File: src/rtl/core_dispatch_issue.sv
// Dual-issue dispatch sequencer: holds one decoded pair and issues it as a pair, or split over two cycles.
// Optional statistics counters are enabled with `define CORE_DISPATCH_STATS_EN.

package core_uarch_pkg;

    typedef struct packed {
        logic       execute;
        logic       branch;
        logic       mul;
        logic       ldst;
    } insn_ctrl_t;

    typedef struct packed {
        logic [7:0] opcode;
        logic       writeback;
        logic [4:0] rd;
        logic       uses_ra;
        logic [4:0] ra;
        logic       uses_rb;
        logic [4:0] rb;
    } insn_data_t;

    typedef struct packed {
        insn_ctrl_t ctrl;
        insn_data_t data;
    } insn_decode;

endpackage

module core_dispatch_issue
    import core_uarch_pkg::*;
(
    input  logic       clk,
    input  logic       rst,
    input  logic       flush,
    input  logic       in_valid,
    input  logic       in_b_valid,
    input  insn_decode in_a,
    input  insn_decode in_b,
    output logic       in_ready,
    input  logic       out_ready,
    output logic       issue_a_valid,
    output insn_decode issue_a,
    output logic       issue_b_valid,
    output insn_decode issue_b,
    output logic       split
`ifdef CORE_DISPATCH_STATS_EN
    ,
    output logic [31:0] stat_split_count,
    output logic [31:0] stat_stall_count
`endif
);

    typedef enum logic [1:0] {
        ST_EMPTY  = 2'd0,
        ST_PAIR   = 2'd1,
        ST_SOLO_B = 2'd2
    } state_t;

    state_t     r_state;
    state_t     w_state_next;
    insn_decode r_held_a;
    insn_decode r_held_b;
    logic       r_held_b_v;

    logic w_raw;
    logic w_struct;
    logic w_conflict;
    logic w_in_pair;
    logic w_in_solo;
    logic w_drained;
    logic w_to_solo;
    logic w_load;

    // B depends on A, or both need the same single-instance unit; an A branch
    // always issues alone so B never enters execute down a mispredicted path.
    assign w_raw = r_held_a.data.writeback &&
                   ((r_held_b.data.uses_ra && (r_held_b.data.ra == r_held_a.data.rd)) ||
                    (r_held_b.data.uses_rb && (r_held_b.data.rb == r_held_a.data.rd)));
    assign w_struct = r_held_a.ctrl.branch ||
                      (r_held_a.ctrl.mul  && r_held_b.ctrl.mul) ||
                      (r_held_a.ctrl.ldst && r_held_b.ctrl.ldst);
    assign w_conflict = r_held_b_v && r_held_a.ctrl.execute && r_held_b.ctrl.execute &&
                        (w_raw || w_struct);

    assign w_in_pair = (r_state == ST_PAIR);
    assign w_in_solo = (r_state == ST_SOLO_B);
    assign w_drained = out_ready && ((w_in_pair && !w_conflict) || w_in_solo);
    assign w_to_solo = out_ready && w_in_pair && w_conflict;

    // Accepting while draining gives back-to-back pairs with no bubble.
    assign in_ready = (r_state == ST_EMPTY) || w_drained;
    assign w_load   = in_valid && in_ready && !flush;

    always_comb begin
        w_state_next = r_state;
        if (flush) begin
            w_state_next = ST_EMPTY;
        end else if (w_load) begin
            w_state_next = ST_PAIR;
        end else if (w_to_solo) begin
            w_state_next = ST_SOLO_B;
        end else if (w_drained) begin
            w_state_next = ST_EMPTY;
        end
    end

    always_ff @(posedge clk or posedge rst) begin
        if (rst) begin
            r_state <= ST_EMPTY;
        end else begin
            r_state <= w_state_next;
        end
    end

    always_ff @(posedge clk or posedge rst) begin
        if (rst) begin
            r_held_a   <= '0;
            r_held_b   <= '0;
            r_held_b_v <= 1'b0;
        end else if (flush) begin
            r_held_b_v <= 1'b0;
        end else if (w_load) begin
            r_held_a   <= in_a;
            r_held_b   <= in_b;
            r_held_b_v <= in_b_valid;
        end
    end

    // Issue lanes depend only on held registers and state.
    always_comb begin
        issue_a_valid = w_in_pair || w_in_solo;
        issue_a       = w_in_solo ? r_held_b : r_held_a;
        issue_b_valid = w_in_pair && r_held_b_v && !w_conflict;
        issue_b       = r_held_b;
        split         = (w_in_pair && w_conflict) || w_in_solo;
    end

`ifdef CORE_DISPATCH_STATS_EN
    always_ff @(posedge clk or posedge rst) begin
        if (rst) begin
            stat_split_count <= '0;
            stat_stall_count <= '0;
        end else begin
            if (w_to_solo && !flush) begin
                stat_split_count <= stat_split_count + 32'd1;
            end
            if (issue_a_valid && !out_ready) begin
                stat_stall_count <= stat_stall_count + 32'd1;
            end
        end
    end
`endif

endmodule

File: config.mk
export PLATFORM = sky130hd
export DESIGN_NAME = core_dispatch_issue
export DESIGN_NICKNAME = d
export VERILOG_FILES = /design/src/rtl/core_dispatch_issue.sv
export SDC_FILE = /design/constraint.sdc
export NUM_CORES = 1
export LEC_CHECK = 0
export ABC_AREA = 1
export CORE_MARGIN = 1
export CORE_UTILIZATION = 40
export CTS_CLUSTER_DIAMETER = 30
export DETAILED_ROUTE_END_ITERATION = 7
export PLACE_DENSITY_LB_ADDON = 0.2
export RECOVER_POWER = 100
export SLEW_MARGIN = 20
export SYNTH_ARGS = -nofsm -noshare
export SYNTH_HDL_FRONTEND = slang
export SYNTH_SLANG_ARGS = --single-unit
File: constraint.sdc
create_clock -name clk -period 2.35 [get_ports clk]
set_clock_uncertainty 0.1 [all_clocks]
set_input_delay 0.47 -clock clk [delete_from_list [all_inputs] [get_ports clk]]
set_output_delay 0.47 -clock clk [all_outputs]
set_load 0.005 [all_outputs]
# After elaboration in Yosys (flattened, before gate mapping)
# Cells that the tools add are included.
dict set report word_totals {
  output_inout_bits 64
  regBits 63
}
dict set report op_classes {
  eq_ne 4
  muxes 7
  n_bitwise 1
  n_reduce_logical 31
}
# cell n
set op_table {}
lappend op_table {{$mux 30} 1}
lappend op_table {{$logic_and 1x1->1} 17}
lappend op_table {{$eq 5x5->1} 2}
lappend op_table {{$logic_or 1x1->1} 8}
lappend op_table {{$mux 2} 4}
lappend op_table {{$reduce_bool 4->1} 1}
lappend op_table {{$eq 2x1->1 const B} 1}
lappend op_table {{$eq 2x2->1 const B} 1}
lappend op_table {{$logic_not 1->1} 2}
lappend op_table {{$logic_not 2->1} 1}
lappend op_table {{$mux 1} 2}
lappend op_table {{$reduce_and 2->1} 1}
lappend op_table {{$reduce_bool 2->1} 1}
lappend op_table {{$not 1->1} 1}

# Depth between registers and ports, before layout
dict set report logic_depth {
  word_depth 15
  mapped_depth 17
  ltp_nobuf 16
}

# Worst setup path after synthesis
# OpenSTA, ideal clock, no wires.
dict set report synth_path {
  kind {register to output}
  start {register r_state[0]}
  end {output in_ready}
  n_path_buf 2
  arrival_ps 1474
  path_slack_ps 306
  path_stages_with_launch 9
  path_cell_list {dfrtp_1 -> inv_1 -> ha_1 -> clkbuf_1 -> clkinv_1 -> nand2_1 -> nand2_2 -> nand2_4 -> buf_2}
}
dict set report synth_between {
  elab_chain_len 5
  elab_cells_between_ends 7
}
# element line_no
set synth_rtl {}
lappend synth_rtl {{from (decl)} 60} ;# state_t r_state;
lappend synth_rtl {{from (signal assigned)} 112} ;# r_state <= w_state_next;
lappend synth_rtl {{$eq 2x1->1} 86} ;# assign w_in_pair = (r_state == ST_PAIR);
lappend synth_rtl {{$logic_and 1x1->1} 88} ;# assign w_drained = out_ready && ((w_in_pair && !w_conflict) || w_in_solo);
lappend synth_rtl {{$logic_or 1x1->1} 88}
lappend synth_rtl {{$logic_and 1x1->1} 88}
lappend synth_rtl {{$logic_or 1x1->1 (*)} 92} ;# assign in_ready = (r_state == ST_EMPTY) || w_drained;
lappend synth_rtl {{to (decl)} 40} ;# output logic in_ready,
# Mark *: on every way between the ends. The rest lies on a longest branch, timed or not.

# Final worst setup path
dict set report layout_path {
  start {register r_held_b, in the netlist issue_b[2]}
  end {output in_ready}
}
dict set report layout_between {
  elab_chain_len 11
}
# element line_no
set layout_rtl {}
lappend layout_rtl {{from (decl)} 63} ;# insn_decode r_held_b;
lappend layout_rtl {{from (signal assigned)} 125} ;# r_held_b <= in_b;
lappend layout_rtl {{$eq 5x5->1} 79} ;# (r_held_b.data.uses_rb && (r_held_b.data.rb == r_held_a.data.rd)));
lappend layout_rtl {{$logic_and 1x1->1} 79}
lappend layout_rtl {{$logic_or 1x1->1} 78} ;# ((r_held_b.data.uses_ra && (r_held_b.data.ra == r_held_a.data.rd)) ||
lappend layout_rtl {{$logic_and 1x1->1} 77} ;# assign w_raw = r_held_a.data.writeback &&
lappend layout_rtl {{$logic_or 1x1->1} 84} ;# (w_raw || w_struct);
lappend layout_rtl {{$logic_and 1x1->1} 83} ;# assign w_conflict = r_held_b_v && r_held_a.ctrl.execute && r_held_b.ctrl.execute &&
lappend layout_rtl {{$logic_not 1->1} 88}
lappend layout_rtl {{$logic_and 1x1->1} 88}
lappend layout_rtl {{$logic_or 1x1->1} 88}
lappend layout_rtl {{$logic_and 1x1->1} 88}
lappend layout_rtl {{$logic_or 1x1->1} 92}
# Every way passes these cells.

==> flow_summary.yaml <==
run_status:
  outcome: "finished with violations"
  violations: "setup timing"
logic_synthesis:
  synth.top_cell.area_share_pct: 48.2
  yosysWarnings: 0
  synthAdderAreaFrac_pct: 1.15
  ys.flop_type: "dfrtp_1"
  synth_xor_area_share_pct: 0
  synthMuxAreaShare_pct: 0
  synthesis.area_um2: 3270
  ys_seq_area_share_pct: 48.2
  synth_edf_count: 0
  synth_common_cells: "nand2_1, dfrtp_1, nand4_1"
  yosys.cell_count.top_type: "nand2_1"
  synth_compound_area_share_pct: 2.94
  synth.net_count: 506
  synth-async-reset-ratio_pct: 100
  yosysTopAreaCell: "dfrtp_1"
  syn_inst: 437
  ys_types: 19
  synth-seq-cells: 63
  yosys.area_share.simple_pct: 40.1
  syn_avg_cell_area_um2: 7.49
  synthTopCellsByArea: "dfrtp_1, nand2_1, nand4_1"
  synth_top_family_by_area: "simple AND/OR/NAND/NOR gates"
global_routing:
  antenna_found_initial: 0
  grt_max_degree: 64
  track_usage_pct: 25.2
  grt_pass1_vias: 3395
  overflow: 0
  grt_pass1_wl_mm: 16.8
drt:
  wl_mm: 10.3
  drc: 0
  postRouteAntennaNets: 0
  viasPerCell: 5.09
  vias: 3495
  first_iter_violations: 187
  dr.pass1.iters: 4
  post_drt_wl_per_cell_um: 15.0
power_and_ir_drop:
  pwr_density_cell_nw_per_um2: 692
  p_total_mw: 3.51
  cellLeakagePower_nw: 2.66
  ir_drop_v: 0.000314
hold_path:
  min_path_cells: 2
  worstHoldPathType: "flop to flop"
floorplan:
  start_util_pct: 41.9
  fp.dieW_um: 92.5
  core_area_um2: 7810
  die_h_um: 92.5
  pin_count: 130
  fp-row-count: 32
  dieArea_um2: 8550
worst_setup_path:
  cp-start-kind: "flop"
  r2r_slack_ps: 20
  cp_data_arrival_time_ps: 1800
  endpoint_kind: "output pin"
  crit_type: "flop to output pin"
  crit_fanout: 4
  cp.required_ps: 1780
  reg2reg_depth: 18
clock_network:
  clockRootBuffer: "clkbuf_8"
  cts_tree: "yes"
  ctsHoldBuffers: 0
  tritoncts.num_buffers: 9
  htreeDepth: 3
  clockBufferDepth: 2
  path_clk_slew_ps: 70
  clock_latency_ps: 340
  clock-sinks: 63
job:
  cap_violations: 0
sta:
  maxSlewViolCount: 0
  min_period_ps: 2370
  relSlewSlack_pct: 7.00
  setup_viol_count_final: 8
  rsz0062_at_grt: "yes"
  worst_slew_pin_slew_ps: 1390
  post-route-period-util_pct: 101
  finalHoldViolCount: 0
  max_freq_mhz: 421
  fin_ws_ps: -23.8
placed_design:
  placed_cell_area_um2: 4770
  pre_cts_slack_ps: -16.9
  dp.cells: 662
  io_buffers: 129
  place_congestion: 0.894
  dp_hpwl_mm: 7.28
layout:
  fin_area_um2: 5070
  fillers: 701
  layout-drive-gt1-share_pct: 11.8
  antenna_cells: 0
  final_nets: 648
  finalNonFillerCells: 686
  area_delta_synth_final_pct: 54.8
cells by family after synthesis:
group	after synthesis
flip-flops	63
AND/OR/NAND/NOR	300
adder cells (fa/ha/maj)	3
buffers and inverters	53
AO/OA/AOI/OAI	18
through the flow:
| step | utilization, % | setup TNS, ps | hold WS [ps] |
|---|---|---|---|
| final | 64.9 | -90.6 | 375 |
| after global routing | 64.9 | -12100 | 384 |
| after CTS | 64.7 | 0 | 375 |
| after detailed placement | 61.1 | -18.5 | 359 |
| after global placement | 61.1 | 0 | 355 |
| after floorplan | - | 0 | 342 |
worst paths after layout:
kind                                end         start
max                            in_ready    issue_b[2]
min                        r_held_a[10]  r_held_a[10]
max reg2reg                 issue_b[14]    issue_b[2]
min reg2reg                r_held_a[10]  r_held_a[10]
max in group asynchronous  r_held_a[14]           rst
min in group asynchronous   issue_b[19]           rst
registers in the layout, indices dropped and copies added (netlist names):
name        flops
r_held_b_v      1
r_held_a       30
r_state         2
issue_b        30
cell type report:
class / instances / area, µm² / share of cell area (%)
Clock inverter: 3 / 65.1 / 1.28
Clock buffer: 13 / 159 / 3.14
Inverter: 22 / 87.6 / 1.73
Timing Repair Buffer: 162 / 1580 / 31.2
Sequential cell: 63 / 1580 / 31.1
Multi-Input combinational cell: 321 / 1470 / 29.0
Tap cell: 102 / 128 / 2.52
cell usage in the layout, fill, tap and decap left out, types with 4 or more instances in the layout:
| master | synthesis | routed |
|---|---|---|
| nand4_1 | 62 | 62 |
| dfrtp_1 | 63 | 62 |
| o21ai_0 | 15 | 10 |
| nand3_1 | 5 | 4 |
| buf_2 | 6 | 4 |
| clkdlybuf4s50_1 | 0 | 67 |
| buf_12 | 0 | 5 |
| nand2_1 | 219 | 217 |
| clkbuf_1 | 19 | 5 |
| dlymetal6s2s_1 | 0 | 5 |
| clkbuf_8 | 0 | 11 |
| inv_2 | 5 | 9 |
| buf_6 | 6 | 4 |
| buf_4 | 0 | 19 |
| inv_1 | 16 | 11 |
| nor2_1 | 11 | 9 |
| dlygate4sd2_1 | 0 | 25 |
| dlygate4sd3_1 | 0 | 27 |
what timing repair did:
action	in CTS	in global routing
pin swaps	1	8
setup endpoints to repair	62	72
buffers inserted	6	2
gates resized for setup	57	18
worst max-delay path, stage by stage (launching register included):
cell and delay (ps):
dfrtp_1 430, inv_2 60, nand2_1 60, nand2_1 60
nor2_2 100, nand3_1 80, nand2_1 80, nand2_1 60
nand2_2 70, nand2_1 50, nand2_1 80, nand2_1 70
nand2_2 100, nand2_4 60, buf_6 120
where the power goes:
group,internal [mW],switching [mW]
Clock,0.655,0.397
Sequential,1.27,0.153
Combinational,0.553,0.482
Total,2.48,1.03
layer usage:
layer / vias up / track usage (%) / part of all wire, %
met2: 120 / 40.2 / 49
met3: 10 / 7.55 / 6.9
met4: 0 / 6.77 / 1.2
met5: - / 0 / 0
met1: 1654 / 33.2 / 43
li1: 1711 / - / -
No activity file was read; power rests on OpenSTA's default activity.
